===== src/rtl/apb_pkg.sv =====
// apb_pkg: shared defaults, FSM state type and response codes for the APB wait responder.
package apb_pkg;

    localparam int ADDR_WIDTH = 9;
    localparam int DATA_WIDTH = 8;

    typedef enum logic {IDLE, ACCESS} state_e;

    localparam logic OKAY   = 1'b0;
    localparam logic SLVERR = 1'b1;

endpackage


===== src/rtl/apb_resp_mem.sv =====
// apb_resp_mem: DEPTH x DATA_WIDTH register memory with async clear, one write port and a registered read port.
module apb_resp_mem #(
    parameter int DEPTH      = 256,
    parameter int DATA_WIDTH = apb_pkg::DATA_WIDTH,
    localparam int IW        = (DEPTH > 1) ? $clog2(DEPTH) : 1
) (
    input  logic                  clk,
    input  logic                  rst_n,
    input  logic                  we,
    input  logic [IW-1:0]         waddr,
    input  logic [DATA_WIDTH-1:0] wdata,
    input  logic                  re,
    input  logic                  rclr,
    input  logic [IW-1:0]         raddr,
    output logic [DATA_WIDTH-1:0] rdata
);

    logic [DATA_WIDTH-1:0] mem_q [DEPTH];
    logic [DATA_WIDTH-1:0] mem_d [DEPTH];
    logic [DATA_WIDTH-1:0] rdata_q, rdata_d;

    // The read samples the array before this edge's write lands.
    always_comb begin
        mem_d = mem_q;
        if (we) mem_d[waddr] = wdata;
        rdata_d = re ? (rclr ? '0 : mem_q[raddr]) : rdata_q;
    end

    always_ff @(posedge clk or negedge rst_n) begin
        if (!rst_n) begin
            mem_q   <= '{default: '0};
            rdata_q <= '0;
        end else begin
            mem_q   <= mem_d;
            rdata_q <= rdata_d;
        end
    end

    assign rdata = rdata_q;

endmodule


===== src/rtl/apb_wait_responder.sv =====
// apb_wait_responder: APB completer with a fixed number of wait states per access
// and PSLVERR for addresses beyond the memory depth.
module apb_wait_responder #(
    parameter int ADDR_WIDTH  = apb_pkg::ADDR_WIDTH,
    parameter int DATA_WIDTH  = apb_pkg::DATA_WIDTH,
    parameter int DEPTH       = 256,
    parameter int WAIT_CYCLES = 2
) (
    input  logic                  PCLK,
    input  logic                  PRESETn,
    input  logic                  PSEL,
    input  logic                  PENABLE,
    input  logic                  PWRITE,
    input  logic [ADDR_WIDTH-1:0] PADDR,
    input  logic [DATA_WIDTH-1:0] PWDATA,
    output logic [DATA_WIDTH-1:0] PRDATA,
    output logic                  PREADY,
    output logic                  PSLVERR
);

    import apb_pkg::*;

    localparam int IW = (DEPTH > 1) ? $clog2(DEPTH) : 1;
    localparam int WW = (WAIT_CYCLES > 0) ? $clog2(WAIT_CYCLES + 1) : 1;

    state_e                state_q, state_d;
    logic [IW-1:0]         addr_q, addr_d;
    logic                  write_q, write_d;
    logic [DATA_WIDTH-1:0] wdata_q, wdata_d;
    logic                  err_q, err_d;
    logic [WW-1:0]         wait_q, wait_d;
    logic [DATA_WIDTH-1:0] rdata;
    logic                  setup, access, addr_err, mem_we;

    assign setup    = PSEL & ~PENABLE;
    assign access   = (state_q == ACCESS);
    assign addr_err = 32'(PADDR) >= 32'(DEPTH);
    assign PREADY   = access & (wait_q == '0) & PSEL & PENABLE;
    assign mem_we   = PREADY & write_q & ~err_q;
    assign PSLVERR  = (PREADY & err_q) ? SLVERR : OKAY;
    assign PRDATA   = (PREADY & ~write_q & ~err_q) ? rdata : '0;

    // A setup phase is honoured from either state, so a restart in ACCESS reloads everything.
    always_comb begin
        state_d = state_q;
        addr_d  = addr_q;
        write_d = write_q;
        wdata_d = wdata_q;
        err_d   = err_q;
        wait_d  = wait_q;
        if (setup) begin
            state_d = ACCESS;
            addr_d  = PADDR[IW-1:0];
            write_d = PWRITE;
            wdata_d = PWDATA;
            err_d   = addr_err;
            wait_d  = WW'(WAIT_CYCLES);
        end else if (access & (~PSEL | PREADY)) begin
            state_d = IDLE;
        end else if (access & (wait_q != '0)) begin
            wait_d = wait_q - 1'b1;
        end
    end

    always_ff @(posedge PCLK or negedge PRESETn) begin
        if (!PRESETn) begin
            state_q <= IDLE;
            addr_q  <= '0;
            write_q <= 1'b0;
            wdata_q <= '0;
            err_q   <= 1'b0;
            wait_q  <= '0;
        end else begin
            state_q <= state_d;
            addr_q  <= addr_d;
            write_q <= write_d;
            wdata_q <= wdata_d;
            err_q   <= err_d;
            wait_q  <= wait_d;
        end
    end

    apb_resp_mem #(
        .DEPTH      (DEPTH),
        .DATA_WIDTH (DATA_WIDTH)
    ) u_mem (
        .clk   (PCLK),
        .rst_n (PRESETn),
        .we    (mem_we),
        .waddr (addr_q),
        .wdata (wdata_q),
        .re    (setup),
        .rclr  (addr_err),
        .raddr (PADDR[IW-1:0]),
        .rdata (rdata)
    );

endmodule


===== config.mk =====
export PLATFORM = sky130hd
export DESIGN_NAME = apb_wait_responder
export DESIGN_NICKNAME = d
export VERILOG_FILES = /design/src/rtl/apb_pkg.sv /design/src/rtl/apb_resp_mem.sv /design/src/rtl/apb_wait_responder.sv
export SDC_FILE = /design/constraint.sdc
export NUM_CORES = 2
export LEC_CHECK = 0
export ABC_CLOCK_PERIOD_IN_PS = 2600
export BUFFER_PORTS_ARGS = -buffer_cell sky130_fd_sc_hd__buf_2
export CELL_PAD_IN_SITES_DETAIL_PLACEMENT = 1
export CELL_PAD_IN_SITES_GLOBAL_PLACEMENT = 2
export CORE_AREA = 2 2 429 643
export DETAILED_ROUTE_END_ITERATION = 10
export DIE_AREA = 0 0 431 645
export PLACE_DENSITY_LB_ADDON = 0.1
export SYNTH_ARGS = -nofsm -noshare
export SYNTH_HDL_FRONTEND = slang
export SYNTH_SLANG_ARGS = --single-unit

===== constraint.sdc =====
create_clock -name PCLK -period 2.6 [get_ports PCLK]
set_input_delay 0.13 -clock PCLK [delete_from_list [all_inputs] [get_ports PCLK]]
set_output_delay 0.13 -clock PCLK [all_outputs]
set_load 0.02 [all_outputs]

Word-level counts from Yosys, hierarchy flattened:

Cells that the tools add are included.

* bits in registers: 2077
* output and inout port bits: 10
* word-level logic and storage cells: 307

* add/subtract/negate cells: 1
* order comparisons: 4
* eq/ne operators: 1
* muxes and demuxes: 14
* bitwise operators: 18
* reduce and logical (&&, ||, !) cells: 6

Operators with widths (count)
* 2048-bit bitwise mux: 1
* 8-bit binary-select mux with 8-bit select: 1
* 8-bit demux with 8-bit select: 1
* 8-bit 2-to-1 mux: 5
* 9-bit >= comparator, second input constant: 3
* 8-bit NOT with 9-bit output: 2
* 1-bit bitwise AND: 11
* 9-bit by 1-bit < comparator with 1-bit output, second input constant: 1
* 2-bit 2-to-1 mux: 3
* 2-bit nonzero test: 3
* 1-bit NOT: 4
* 1-bit 2-to-1 mux: 3
* 2-bit zero test: 1
* 2-bit by 1-bit != test with 1-bit output, second input constant: 1
* 2-bit AND reduction: 1
* 2-bit by 1-bit subtractor with 2-bit output, second input constant: 1
* 1-bit logical AND: 1
* 1-bit OR: 1

Longest topological paths before layout:

* word-level depth: 8
* mapped depth: 14

Cells and area by module:

Synthesis repeated with hierarchy kept, for this count alone.

* cell total of the unflattened synthesis: 6292
* area total of the unflattened synthesis: 95213.8 sq um

Modules (own cells, without submodules)
* apb_resp_mem: times used 1, cells each 6227, area each 94257.9 sq um, sequential area each 51449.3 sq um
* apb_wait_responder: times used 1, cells each 65, area each 955.9 sq um, sequential area each 525.5 sq um

Worst setup path after synthesis:

OpenSTA, ideal clock, no wires.

* path type: flip-flop to flip-flop
* start point: register wait_q[0]
* end point: register u_mem.mem_q[264] (netlist name)
* setup time: 125 ps
* arrival: 2491 ps
* data required time: 2475 ps
* path slack: -16 ps
* stages on the path, launching flop included: 11
* buffers on the path: 2
* period minus slack after synthesis: 2616 ps
* path through: dfrtp_1 inv_1 ha_1 nand4_1 nor2_1 nand4b_1 or2_2 buf_2 buf_4 nor2_2 mux2_2

* longest elaborated chain between the ends: 6

Ends and longest elaborated chain
* start: declaration: RTL line apb_wait_responder.sv:31 `logic [WW-1:0] wait_q, wait_d;`
* start signal: assignment: RTL line apb_wait_responder.sv:79 `wait_q <= wait_d;`
* 2-bit zero test: RTL line apb_wait_responder.sv:38 `assign PREADY = access & (wait_q == '0) & PSEL & PENABLE;`
* 1-bit bitwise AND (3 in a row): RTL line apb_wait_responder.sv:38
* 1-bit bitwise AND (2 in a row): RTL line apb_wait_responder.sv:39 `assign mem_we = PREADY & write_q & ~err_q;`
* end signal: assignment: RTL line apb_resp_mem.sv:34 `mem_q <= mem_d;`
* end: declaration: RTL line apb_resp_mem.sv:18 `logic [DATA_WIDTH-1:0] mem_q [DEPTH];`

No other way between the ends.
A chain may end at the register's enable or synchronous reset.

Worst setup path in the final report:

* start point: register wait_q[1]
* end point: output port PRDATA[2]

* longest elaborated chain between the ends: 7

Ends and longest elaborated chain
* 2-bit zero test: RTL line apb_wait_responder.sv:38
* 1-bit bitwise AND (3 in a row): RTL line apb_wait_responder.sv:38
* 1-bit bitwise AND (2 in a row): RTL line apb_wait_responder.sv:41 `assign PRDATA = (PREADY & ~write_q & ~err_q) ? rdata : '0;`
* 8-bit 2-to-1 mux: RTL line apb_wait_responder.sv:41
* end: declaration: RTL line apb_wait_responder.sv:16 `output logic [DATA_WIDTH-1:0] PRDATA,`

No other way between the ends.

==> metrics.md <==
| Metric | Value |
|---|---|
| Most common cell after layout, fill and taps aside | `dfrtp_1` |
| Critical path's top delay family | `buffers and inverters` |
| Final layout net count | `7,065` |
| Peak VDD IR | `0.5247 mV` |
| CP Cell Sequence | `inv_2, ha_4, nand4_1, buf_6, buf_6, nor3_4, buf_6, and2_4, buf_6` |
| Post-synth EDFFs | `0` |
| Post-DP HPWL | `244,400 microns` |
| Layout cell share with drive strength beyond 1 | `56.70%` |
| Reg2Reg Capture Point | `u_mem.mem_q[1143]` |
| Ranking of synthesized cells by area | `dfrtp_1 (55%), mux2_2 (24%), mux4_2 (11%)` |
| Core Area | `272,600 sq um` |
| Leak | `56.85 nW` |
| Synth warn | `0` |
| CTS root buffer | `clkbuf_16` |
| Post-Syn Area | `94,830 sq um` |
| Detailed-route via count | `59,020` |
| Total Routing Usage GR | `24.85%` |
| Finished Layout Cells | `10,770` |
| Die Ht | `645 microns` |
| Placed instance area | `107,800 sq um` |
| Number of buffers created by CTS | `222` |
| Clk sink count | `2,077` |
| Setup-failing EPs final | `184` |
| Post-Place Worst Slack | `-0.9847 ns` |
| Wire length on met2 | `181,000 microns` |
| Tmin final | `2.669 ns` |
| Ys flop type | `dfrtp_1` |
| Die Area | `278,000 sq um` |
| R2R cell count | `14` |
| CP bufs+invs | `5` |
| Total grt overflow | `0` |
| Crit-path slowest cell | `dfrtp_1` |
| Placed insts | `10,330` |
| Reg2reg setup slack | `-0.04 ns` |
| Sequential fraction of the synthesis area | `54.81%` |
| Outcome | `finished with violations` |
| Clock Tree Buf Depth | `4` |
| # DRC | `0` |
| Detailed Route WL | `345,300 microns` |
| H-Tree Depth | `4` |
| Mean area per synthesized cell | `15.19 sq um` |
| Largest net degree at the start of global routing | `106` |
| Crit-path max cell delay | `0.40 ns` |
| Clock latency on the worst-skew pair | `0.91 ns` |
| Row count | `235` |
| First-pass GRT wire length | `500,300 microns` |
| Mapped Nets | `6,264` |
| Cell taking the most area after synthesis | `dfrtp_1` |
| Minimum hold slack | `0.1237 ns` |
| Area growth, synth to finish | `24.92%` |
| Actual slew at the worst max-slew pin | `1.218 ns` |
| Top cell by count, worst path | `buf_6` |
| CTS tree | `yes` |
| Ys async rst share | `100.0%` |
| Worst EP required | `2.47 ns` |
| Pwr per Cell Area | `593.9 nW/um^2` |
| DIE WIDTH | `431 microns` |
| CP Launch Point | `wait_q[1]` |
| Synthesized flop and latch total | `2,077` |
| Final ANT Viol Nets | `0` |
| Worst-path clk slew | `0.06 ns` |
| Slew headroom | `18.63%` |
| Vias per std cell | `5.479` |
| Worst r2r src | `wait_q[1]` |
| Critical Path Start Type | `flop` |
| CP arrival | `2.54 ns` |
| WL per Instance | `32.06 microns` |
| Initial antenna violation count | `9` |
| WS Path Type | `flop to output pin` |
| Power Total | `70.35 mW` |
| Starting density of the core | `34.79%` |
| Worst min-delay path class | `primary input to asynchronous set/reset pin` |
| # IOs | `32` |
| Final Skew | `0.04795 ns` |
| CP max FO | `8` |
| Yosys top cell area share | `54.81%` |
| Number of global-route vias before repair | `66,040` |
| Failing checks | `negative setup slack` |
| Met1 wire length | `143,100 microns` |
| Fin crit share | `102.6%` |
| DR top layer | `met4` |
| Buffers on Ports | `31` |
| CP Capture Type | `output pin` |
| Crit path setup slack, layout | `-0.06857 ns` |
| Max Fclk | `374.7 MHz` |
| RSZ-0062 raised after global routing | `yes` |
| Met3 WL | `9751 microns` |
| Finished Cell Area | `118,500 sq um` |
| Post-Synthesis Cells | `6,241` |
| GP Congestion | `0.8380` |
| Number of distinct standard cells referenced by the synthesized netlist | `70` |
| Fin. Hold Viols | `0` |
| Drt initial violations | `3,169` |
| Leading cell types in the layout, fill and taps excluded | `dfrtp_1 (2,069), mux2_2 (1,785), buf_4 (618)` |
| Pins Over Slew Limit | `0` |
| First drt pass iteration count | `5` |
| Number of max-cap violations | `0` |
registers in the layout, indices dropped and copies added, names as in the netlist:
register / flops
access: 1
addr_q: 8
err_q: 1
u_mem.mem_q: 2048
u_mem.rdata: 8
wait_q: 2
wdata_q: 8
write_q: 1
cell usage after synthesis (all sizes together), types with 3 or more instances:
cell,instances
a311oi,3
a22o,21
a31oi,6
mux2i,189
and3,3
a22oi,51
o211ai,7
a41oi,3
nor3b,3
or2,5
nor2b,11
and2,17
a221oi,16
a211oi,15
dfrtp,2077
o21ai,49
o2111ai,3
nor4,12
nand2,279
or3,4
o221ai,40
mux4,451
a21oi,70
o41ai,4
buf,128
nand3,31
nand2b,15
nor3,35
a2111oi,6
a21o,3
o31ai,11
inv,9
nor2,176
nand4,5
o22ai,56
or4,6
nand4b,3
clkbuf,339
mux2,2053
per-stage QoR:
step	TNS (ns)	utilization, %
after CTS	-368.63	43.17
final	-3.353	43.46
after global routing	-47.74	43.46
after floorplan	-1.969	-
after global placement	-274.60	39.54
after detailed placement	-331.46	39.54
how the worst max path moves through the flow:
stage,end,cells past startpoint
floorplan,u_mem.mem_q[264],10
global placement,u_mem.rdata[7],10
detailed placement,u_mem.rdata[3],11
CTS,u_mem.mem_q[497],13
global route,PRDATA[2],9
finish,PRDATA[2],9
worst register-to-register path: cells and delay by family (launching register included):
| family | cells | cell delay (ns) |
|---|---|---|
| adders and majority gates | 1 | 0.12 |
| muxes | 1 | 0.28 |
| DFF | 1 | 0.40 |
| and+or+nand+nor | 5 | 0.66 |
| buffers and inverters | 7 | 1.03 |
layer usage:
| metal | track usage [%] | vias to the layer above |
|---|---|---|
| li1 | - | 24890 |
| met1 | 31.01 | 32850 |
| met2 | 44.98 | 857 |
| met3 | 2.597 | 424 |
| met4 | 7.502 | 0 |
| met5 | 0 | - |
power by group:
group	total, mW	switching, mW	internal [mW]
Clock	32.0	13.7	18.3
Sequential	32.7	0.341	32.4
Combinational	5.61	3.96	1.65
layout make-up:
type	instances	area (sq um)
fill	26580	154100
sequential	2077	52000
clock buffer	340	6593
inverter	10	41.29
clock inverter	55	570.5
timing repair buffer	1044	11640
multi-input combinational	3687	43160
tap	3555	4448
antenna	4	10.01
cell families (layout without fill, tap and decap cells):
family | after synthesis | in the layout | synth area share, %
DFF | 2077 | 2077 | 54.81
adders and majority gates | 1 | 1 | 0.01319
AOI/OAI and AO/OA | 380 | 380 | 2.771
other | 0 | 4 | 0
buffers and inverters | 477 | 1449 | 2.331
muxes | 2693 | 2693 | 37.08
and+or+nand+nor | 613 | 613 | 2.992
what timing repair did:
| item | 4_1_cts | 5_1_grt |
|---|---|---|
| hold endpoints to repair | 1967 | 0 |
| cloned | 0 | 1 |
| endpoints found under the setup margin | 2040 | 2065 |
| setup buffers | 15 | 8 |
| hold buffers | 37 | 0 |
| pin swaps | 49 | 33 |
| gates resized for setup | 578 | 207 |
No activity file was read; power rests on OpenSTA's default activity.
